**src/rtl/dmem_dma_pkg.sv**
```systemverilog
// Shared types and constants for the data-memory DMA engine and its address generator.
package dmem_dma_pkg;

  typedef enum logic [1:0] {
    IDLE,
    RUN,
    DONE
  } state_e;

  localparam logic MODE_RD = 1'b0;
  localparam logic MODE_WR = 1'b1;

  localparam int unsigned WORD_BYTES = 4;

  // A word is reachable only if its last byte still falls inside the memory; 33 bits avoid wrap.
  function automatic logic word_in_range(input logic [31:0] addr, input int unsigned mem_bytes);
    logic [32:0] last_byte;
    last_byte = {1'b0, addr} + 33'(WORD_BYTES - 1);
    return last_byte <= (33'(mem_bytes) - 33'd1);
  endfunction

endpackage

```
**src/rtl/dmem_dma_engine_if.sv**
```systemverilog
// Control, memory-port and stream signals of the DMA engine; master is the engine side.
interface dmem_dma_engine_if
  import dmem_dma_pkg::*;
#(
  parameter int unsigned CNT_W = 16
);

  logic             start;
  logic             mode;
  logic [31:0]      base_addr;
  logic [31:0]      stride;
  logic [CNT_W-1:0] word_count;
  logic             busy;
  logic             done;
  logic             err;

  logic [31:0]      ADDR;
  logic [31:0]      WriteData;
  logic             MemWrite;
  logic [31:0]      ReadData;

  logic             m_valid;
  logic [31:0]      m_data;
  logic             m_ready;

  logic             s_valid;
  logic [31:0]      s_data;
  logic             s_ready;

  modport master (
    input  start, mode, base_addr, stride, word_count,
    input  ReadData, m_ready, s_valid, s_data,
    output busy, done, err,
    output ADDR, WriteData, MemWrite,
    output m_valid, m_data, s_ready
  );

  modport slave (
    output start, mode, base_addr, stride, word_count,
    output ReadData, m_ready, s_valid, s_data,
    input  busy, done, err,
    input  ADDR, WriteData, MemWrite,
    input  m_valid, m_data, s_ready
  );

endinterface

```
**src/rtl/dmem_dma_engine_addr_gen.sv**
```systemverilog
// Current-address and remaining-word counters with the per-access range check.
module dmem_addr_gen
  import dmem_dma_pkg::*;
#(
  parameter int unsigned MEM_BYTES = 1017,
  parameter int unsigned CNT_W     = 16
) (
  input  logic             clk,
  input  logic             rst,
  input  logic             init_i,
  input  logic [31:0]      base_i,
  input  logic [31:0]      stride_i,
  input  logic [CNT_W-1:0] count_i,
  input  logic             advance_i,
  output logic [31:0]      cur_addr_o,
  output logic             rem_zero_o,
  output logic             range_ok_o
);

  logic [31:0]      cur_addr_q, cur_addr_d;
  logic [31:0]      stride_q, stride_d;
  logic [CNT_W-1:0] rem_q, rem_d;

  // A new start reloads everything; otherwise each accepted word steps the address (mod 2^32).
  always_comb begin
    cur_addr_d = cur_addr_q;
    stride_d   = stride_q;
    rem_d      = rem_q;
    if (init_i) begin
      cur_addr_d = base_i;
      stride_d   = stride_i;
      rem_d      = count_i;
    end else if (advance_i) begin
      cur_addr_d = cur_addr_q + stride_q;
      rem_d      = rem_q - CNT_W'(1);
    end
  end

  always_ff @(posedge clk) begin
    if (rst) begin
      cur_addr_q <= '0;
      stride_q   <= '0;
      rem_q      <= '0;
    end else begin
      cur_addr_q <= cur_addr_d;
      stride_q   <= stride_d;
      rem_q      <= rem_d;
    end
  end

  assign cur_addr_o = cur_addr_q;
  assign rem_zero_o = (rem_q == '0);
  assign range_ok_o = word_in_range(cur_addr_q, MEM_BYTES);

endmodule

```
**src/rtl/dmem_dma_engine.sv**
```systemverilog
// Block-transfer initiator: streams memory words out (read) or drains a stream into memory (write).
module dmem_dma_engine
  import dmem_dma_pkg::*;
#(
  parameter int unsigned MEM_BYTES = 1017,
  parameter int unsigned CNT_W     = 16
) (
  input  logic              clk,
  input  logic              rst,
  dmem_dma_engine_if.master bus
);

  state_e      state_q;
  logic        mode_q;
  logic        err_q;
  logic        m_valid_q;
  logic [31:0] m_data_q;
  logic [31:0] addr_hold_q;

  logic        start_acc;
  logic        in_run;
  logic        rem_zero;
  logic        range_ok;
  logic [31:0] cur_addr;
  logic        range_err;
  logic        load;
  logic        s_ready;
  logic        wr_fire;
  logic        drained;

  assign start_acc = (state_q == IDLE) && bus.start;
  assign in_run    = (state_q == RUN);

  dmem_addr_gen #(
    .MEM_BYTES (MEM_BYTES),
    .CNT_W     (CNT_W)
  ) u_addr_gen (
    .clk        (clk),
    .rst        (rst),
    .init_i     (start_acc),
    .base_i     (bus.base_addr),
    .stride_i   (bus.stride),
    .count_i    (bus.word_count),
    .advance_i  (load || wr_fire),
    .cur_addr_o (cur_addr),
    .rem_zero_o (rem_zero),
    .range_ok_o (range_ok)
  );

  // An out-of-range word aborts the transfer before any memory access is attempted.
  assign range_err = in_run && !rem_zero && !range_ok;
  assign load      = in_run && (mode_q == MODE_RD) && !rem_zero && range_ok &&
                     (!m_valid_q || bus.m_ready);
  assign s_ready   = in_run && (mode_q == MODE_WR) && !rem_zero && range_ok;
  assign wr_fire   = s_ready && bus.s_valid;
  assign drained   = !m_valid_q || bus.m_ready;

  always_ff @(posedge clk) begin
    if (rst) begin
      state_q     <= IDLE;
      mode_q      <= MODE_RD;
      err_q       <= 1'b0;
      m_valid_q   <= 1'b0;
      m_data_q    <= '0;
      addr_hold_q <= '0;
    end else begin
      if (in_run) begin
        addr_hold_q <= cur_addr;
      end
      case (state_q)
        IDLE: begin
          if (bus.start) begin
            state_q <= RUN;
            mode_q  <= bus.mode;
            err_q   <= 1'b0;
          end
        end
        RUN: begin
          if (range_err) begin
            err_q     <= 1'b1;
            m_valid_q <= 1'b0;
            state_q   <= DONE;
          end else begin
            if (load) begin
              m_data_q  <= bus.ReadData;
              m_valid_q <= 1'b1;
            end else if (m_valid_q && bus.m_ready) begin
              m_valid_q <= 1'b0;
            end
            // Read mode waits for the last word to leave the output register before finishing.
            if (rem_zero && drained) begin
              m_valid_q <= 1'b0;
              state_q   <= DONE;
            end
          end
        end
        DONE: begin
          state_q <= IDLE;
        end
        default: begin
          state_q <= IDLE;
        end
      endcase
    end
  end

  assign bus.busy      = (state_q != IDLE);
  assign bus.done      = (state_q == DONE);
  assign bus.err       = err_q;
  assign bus.ADDR      = in_run ? cur_addr : addr_hold_q;
  assign bus.MemWrite  = wr_fire;
  assign bus.WriteData = wr_fire ? bus.s_data : 32'h0;
  assign bus.m_valid   = m_valid_q;
  assign bus.m_data    = m_data_q;
  assign bus.s_ready   = s_ready;

endmodule

```
**src/flat_wrapper.sv**
```systemverilog
// flat-port wrapper written by rule: the top's interface ports become plain ports
module dmem_dma_engine_flat import dmem_dma_pkg::*;
#(
  parameter int unsigned MEM_BYTES = 1017,
  parameter int unsigned CNT_W     = 16
)
  (clk, rst, bus_start, bus_mode, bus_base_addr, bus_stride, bus_word_count, bus_ReadData, bus_m_ready, bus_s_valid, bus_s_data, bus_busy, bus_done, bus_err, bus_ADDR, bus_WriteData, bus_MemWrite, bus_m_valid, bus_m_data, bus_s_ready);
  dmem_dma_engine_if #(.CNT_W(CNT_W)) bus_i ();
  input  logic clk;
  input  logic rst;
  input wire logic [$bits(bus_i.start)-1:0] bus_start;
  input wire logic [$bits(bus_i.mode)-1:0] bus_mode;
  input wire logic [$bits(bus_i.base_addr)-1:0] bus_base_addr;
  input wire logic [$bits(bus_i.stride)-1:0] bus_stride;
  input wire logic [$bits(bus_i.word_count)-1:0] bus_word_count;
  input wire logic [$bits(bus_i.ReadData)-1:0] bus_ReadData;
  input wire logic [$bits(bus_i.m_ready)-1:0] bus_m_ready;
  input wire logic [$bits(bus_i.s_valid)-1:0] bus_s_valid;
  input wire logic [$bits(bus_i.s_data)-1:0] bus_s_data;
  output wire logic [$bits(bus_i.busy)-1:0] bus_busy;
  output wire logic [$bits(bus_i.done)-1:0] bus_done;
  output wire logic [$bits(bus_i.err)-1:0] bus_err;
  output wire logic [$bits(bus_i.ADDR)-1:0] bus_ADDR;
  output wire logic [$bits(bus_i.WriteData)-1:0] bus_WriteData;
  output wire logic [$bits(bus_i.MemWrite)-1:0] bus_MemWrite;
  output wire logic [$bits(bus_i.m_valid)-1:0] bus_m_valid;
  output wire logic [$bits(bus_i.m_data)-1:0] bus_m_data;
  output wire logic [$bits(bus_i.s_ready)-1:0] bus_s_ready;
  assign bus_i.start = bus_start;
  assign bus_i.mode = bus_mode;
  assign bus_i.base_addr = bus_base_addr;
  assign bus_i.stride = bus_stride;
  assign bus_i.word_count = bus_word_count;
  assign bus_i.ReadData = bus_ReadData;
  assign bus_i.m_ready = bus_m_ready;
  assign bus_i.s_valid = bus_s_valid;
  assign bus_i.s_data = bus_s_data;
  assign bus_busy = bus_i.busy;
  assign bus_done = bus_i.done;
  assign bus_err = bus_i.err;
  assign bus_ADDR = bus_i.ADDR;
  assign bus_WriteData = bus_i.WriteData;
  assign bus_MemWrite = bus_i.MemWrite;
  assign bus_m_valid = bus_i.m_valid;
  assign bus_m_data = bus_i.m_data;
  assign bus_s_ready = bus_i.s_ready;
  dmem_dma_engine #(.MEM_BYTES(MEM_BYTES), .CNT_W(CNT_W)) u_core (.clk(clk), .rst(rst), .bus(bus_i));
endmodule
```
**config.mk**
```make
export PLATFORM = sky130hd
export DESIGN_NAME = dmem_dma_engine_flat
export DESIGN_NICKNAME = d
export VERILOG_FILES = /design/src/rtl/dmem_dma_pkg.sv /design/src/rtl/dmem_dma_engine_if.sv /design/src/rtl/dmem_dma_engine_addr_gen.sv /design/src/rtl/dmem_dma_engine.sv /design/src/flat_wrapper.sv
export SDC_FILE = /design/constraint.sdc
export NUM_CORES = 1
export LEC_CHECK = 0
export BUFFER_PORTS_ARGS = -buffer_cell sky130_fd_sc_hd__clkbuf_2
export CORE_MARGIN = 2
export CORE_UTILIZATION = 55
export CTS_BUF_LIST = sky130_fd_sc_hd__clkbuf_16
export DETAILED_ROUTE_END_ITERATION = 10
export PLACE_DENSITY = 0.92
export SLEW_MARGIN = 0
export SYNTH_ARGS = -nofsm -noshare
export SYNTH_HDL_FRONTEND = slang
export SYNTH_SLANG_ARGS = --single-unit
```
**constraint.sdc**
```tcl
create_clock -name clk -period 6.1 [get_ports clk]
set_input_delay 0 -clock clk [delete_from_list [all_inputs] [get_ports clk]]
set_output_delay 0 -clock clk [all_outputs]
set_load 0.01 [all_outputs]
```
==> impl_metrics.yaml <==
die:
  die_w_um: 123.1
  rows: 43
  dieArea_um2: 15140
  core-area_um2: 13880
  initial_core_util_pct: 56.16
  die-height_um: 123.1
  pin_count: 252
power_and_ir_drop:
  max-vdd-ir-drop_mv: 0.2118
  power.density_nw_per_um2: 242.5
  p_leak_nw: 4.914
synth:
  synth_seq_area_share_pct: 38.27
  muxShareOfSynthArea_pct: 5.762
  synthAdderAreaFrac_pct: 5.393
  synth_compound_area_share_pct: 17.82
  syn_area_um2: 7795
  yosys.area_share.simple_pct: 24.69
  synth_flop_cell: "dfxtp_1"
  synth_xor_area_share_pct: 4.382
  yosysWarnings: 0
  syn_inst: 957
  synth_edf_count: 0
  async_flop_share_pct: 0
  synth_top_family_by_area: "simple AND/OR/NAND/NOR gates"
  yosys_register_bits: 149
  synth.distinct_cells: 58
  avgSynthCellArea_um2: 8.145
  syn_nets: 1140
global_route:
  grt_use_met1_pct: 38.35
  grt_util_met2_pct: 60.39
  grt-busiest-layer: "met2"
  grt_max_degree: 81
  globalRouteTotalUtil_pct: 35.06
  antenna_found_initial: 1
  grt_pass1_vias: 8433
  use_met3_pct: 8.810
  grt_pass1_wl_mm: 41.38
  grt-ovfl-total: 0
clocking:
  clkSinkCount: 149
  cts_root_buffer: "clkbuf_16"
  post_cts_buffers: 0
  clock_latency_ns: 0.43
  hold_buffers: 114
  clockBufferDepth: 2
  clkTransAtPathRegs_ns: 0.06
  cts_buffers: 17
  cts_tree: "yes"
  cts-resized-gates: 0
  cts-htree-levels: 4
sta:
  setup_ws_ns: 2.484
  hold_ws_ns: 0.1078
  fin_tns_setup_ns: 0
  hold_viol: 0
  skew_ns: 0.007798
  rsz0062_at_grt: "no"
  finalCriticalPeriod_ns: 3.616
  finalMaxSlewViolations: 0
  fin_crit_sh_pct: 59.28
  slew_headroom_pct: 25.34
  worst_slew_pin_slew_ns: 1.120
  clock.fmax_ghz: 0.2765
  final-setup-viol-count: 0
critical_path:
  critPathMaxFanout: 33
  worstReg2RegEnd: "u_core.u_addr_gen.cur_addr_o[30]$_SDFFE_PP0P_"
  critPathArrivalTime_ns: 3.62
  start_kind: "flop"
  crit_type: "reg -> out"
  rrSetupSlack_ns: 2.72
  r2r_start: "u_core.u_addr_gen.cur_addr_o[5]$_SDFFE_PP0P_"
  worst_setup_path_end_kind: "output pin"
  cp_data_required_time_ns: 6.10
  reg2reg_depth: 11
routing:
  first_pass_iters: 5
  wl_per_cell_um: 18.14
  drc: 0
  vias: 8592
  detail_route.iter0.violations: 777
  ant_nets: 0
  via_per_inst: 5.778
  wl_mm: 26.97
cells_and_area:
  syn_to_final_growth_pct: 39.53
  drive_gt1_share_pct: 25.52
  fin_nets: 1475
place:
  portBuffers: 251
  place_hpwl_mm: 15.90
  pre_cts_ws_ns: 2.865
  place.gp.congestion: 0.9260
hold_path:
  min_path_cells: 2
  holdPathEnd: "u_core.addr_hold_q[25]$_SDFF_PP0_"
  hold_path.class: "in -> reg"
  hp-start: "rst"
job:
  maxCapViolCount: 0
status:
  outcome: "complete, no violations"
-- metrics by stage --
| step | utilization [%] | total power [mW] | cell area (µm²) | std cells |
|---|---|---|---|---|
| 3_3_place_gp | 65.68 | 1.459 | 9116 | 1339 |
| 4_1_cts | 78.32 | 2.613 | 10870 | 1485 |
| 5_1_grt | 78.34 | 2.723 | 10870 | 1486 |
| 3_5_place_dp | 65.68 | 1.470 | 9116 | 1339 |
| 2_1_floorplan | - | 1.337 | 7795 | 957 |
| 6_report | 78.36 | 2.638 | 10880 | 1487 |
-- routing by layer --
layer  up-vias  share of wire [%]
li1       4023                  -
met1      3942                 37
met2       503                 49
met3       124                7.7
met4         0                6.0
met5         -                  0
-- Yosys cell counts (10+ instances only) --
library cell  number  area, µm²
clkbuf_1          47      176.4
o21ai_0           23      115.1
and2_1            36      225.2
xnor2_1           16      140.1
mux2_2            30      337.8
dfxtp_1          149       2983
nand3_1           15      75.07
nor3_1            25      125.1
inv_1             15      56.30
xor2_1            23      201.4
nand2_1          159      596.8
nor2b_1           34      212.7
nor2_1            79      296.5
mux2i_1           10      100.1
a21oi_1          102      510.5
nand4_1           14      87.58
a211oi_1          39      292.8
ha_1              32      400.4
a21o_1            18      135.1
-- worst max-delay path, stage by stage, from the launching register on --
cell      delay (ns)
dfxtp_1         0.39
nand4_1         0.19
nor3_2          0.29
nand3_1         0.15
o31ai_1         0.25
and2_1          0.24
nand2_2         0.11
nor3_1          0.34
and3_1          0.78
and2_1          0.29
clkbuf_2        0.15
-- registers in the layout, indices dropped and copies added, names as in the netlist --
| signal | cells |
|---|---|
| u_core.addr_hold_q | 32 |
| u_core.bus.m_data | 32 |
| u_core.u_addr_gen.cur_addr_o | 32 |
| u_core.u_addr_gen.stride_q | 32 |
| u_core.u_addr_gen.rem_q | 16 |
| u_core.state_q | 2 |
| u_core.bus.err | 1 |
| u_core.bus.m_valid | 1 |
| u_core.mode_q | 1 |
-- final cells by class --
| type | count | area (µm²) |
|---|---|---|
| repair buffers | 372 | 2452 |
| inverters | 15 | 56.30 |
| well taps | 180 | 225.2 |
| fillers | 872 | 3004 |
| clock buffers | 17 | 425.4 |
| multi-input cells | 737 | 4541 |
| diodes | 2 | 5.005 |
| flip-flops and latches | 149 | 2983 |
| clock inverters | 15 | 188.9 |
-- report_power, final --
| part | internal (mW) | total (mW) | switching [mW] |
|---|---|---|---|
| clock network | 0.679 | 1.10 | 0.424 |
| logic | 0.214 | 0.463 | 0.249 |
| registers | 1.02 | 1.07 | 0.0482 |
-- cell usage in the layout, fill, tap and decap left out, types with 32 or more instances in the layout --
cell type,Yosys,layout
a211oi_1,39,39
a21oi_1,102,102
and2_1,36,35
clkbuf_2,0,250
dfxtp_1,149,149
dlygate4sd3_1,0,114
ha_1,32,32
nand2_1,159,158
nor2_1,79,79
nor2b_1,34,34
-- worst max path at each step --
stage	start	endpoint	slack, ns
final	u_core.u_addr_gen.cur_addr_o[6]$_SDFFE_PP0P_	bus_WriteData[30]	2.48
after global routing	u_core.u_addr_gen.cur_addr_o[6]$_SDFFE_PP0P_	bus_WriteData[30]	2.16
after CTS	u_core.u_addr_gen.cur_addr_o[6]$_SDFFE_PP0P_	bus_WriteData[30]	2.54
after detailed placement	u_core.u_addr_gen.cur_addr_o[5]$_SDFFE_PP0P_	u_core.u_addr_gen.cur_addr_o[30]$_SDFFE_PP0P_	2.86
after global placement	u_core.u_addr_gen.cur_addr_o[5]$_SDFFE_PP0P_	u_core.u_addr_gen.cur_addr_o[30]$_SDFFE_PP0P_	2.95
after floorplan	u_core.u_addr_gen.cur_addr_o[1]$_SDFFE_PP0P_	u_core.u_addr_gen.cur_addr_o[31]$_SDFFE_PP0P_	3.24
-- cell families after synthesis --
logic type | after synthesis
DFF | 149
buffers and inverters | 71
AOI/OAI and AO/OA | 222
and+or+nand+nor | 402
muxes | 41
adders and majority gates | 33
xor gates and xnor gates | 39
Power figures use the tool's default switching activity.
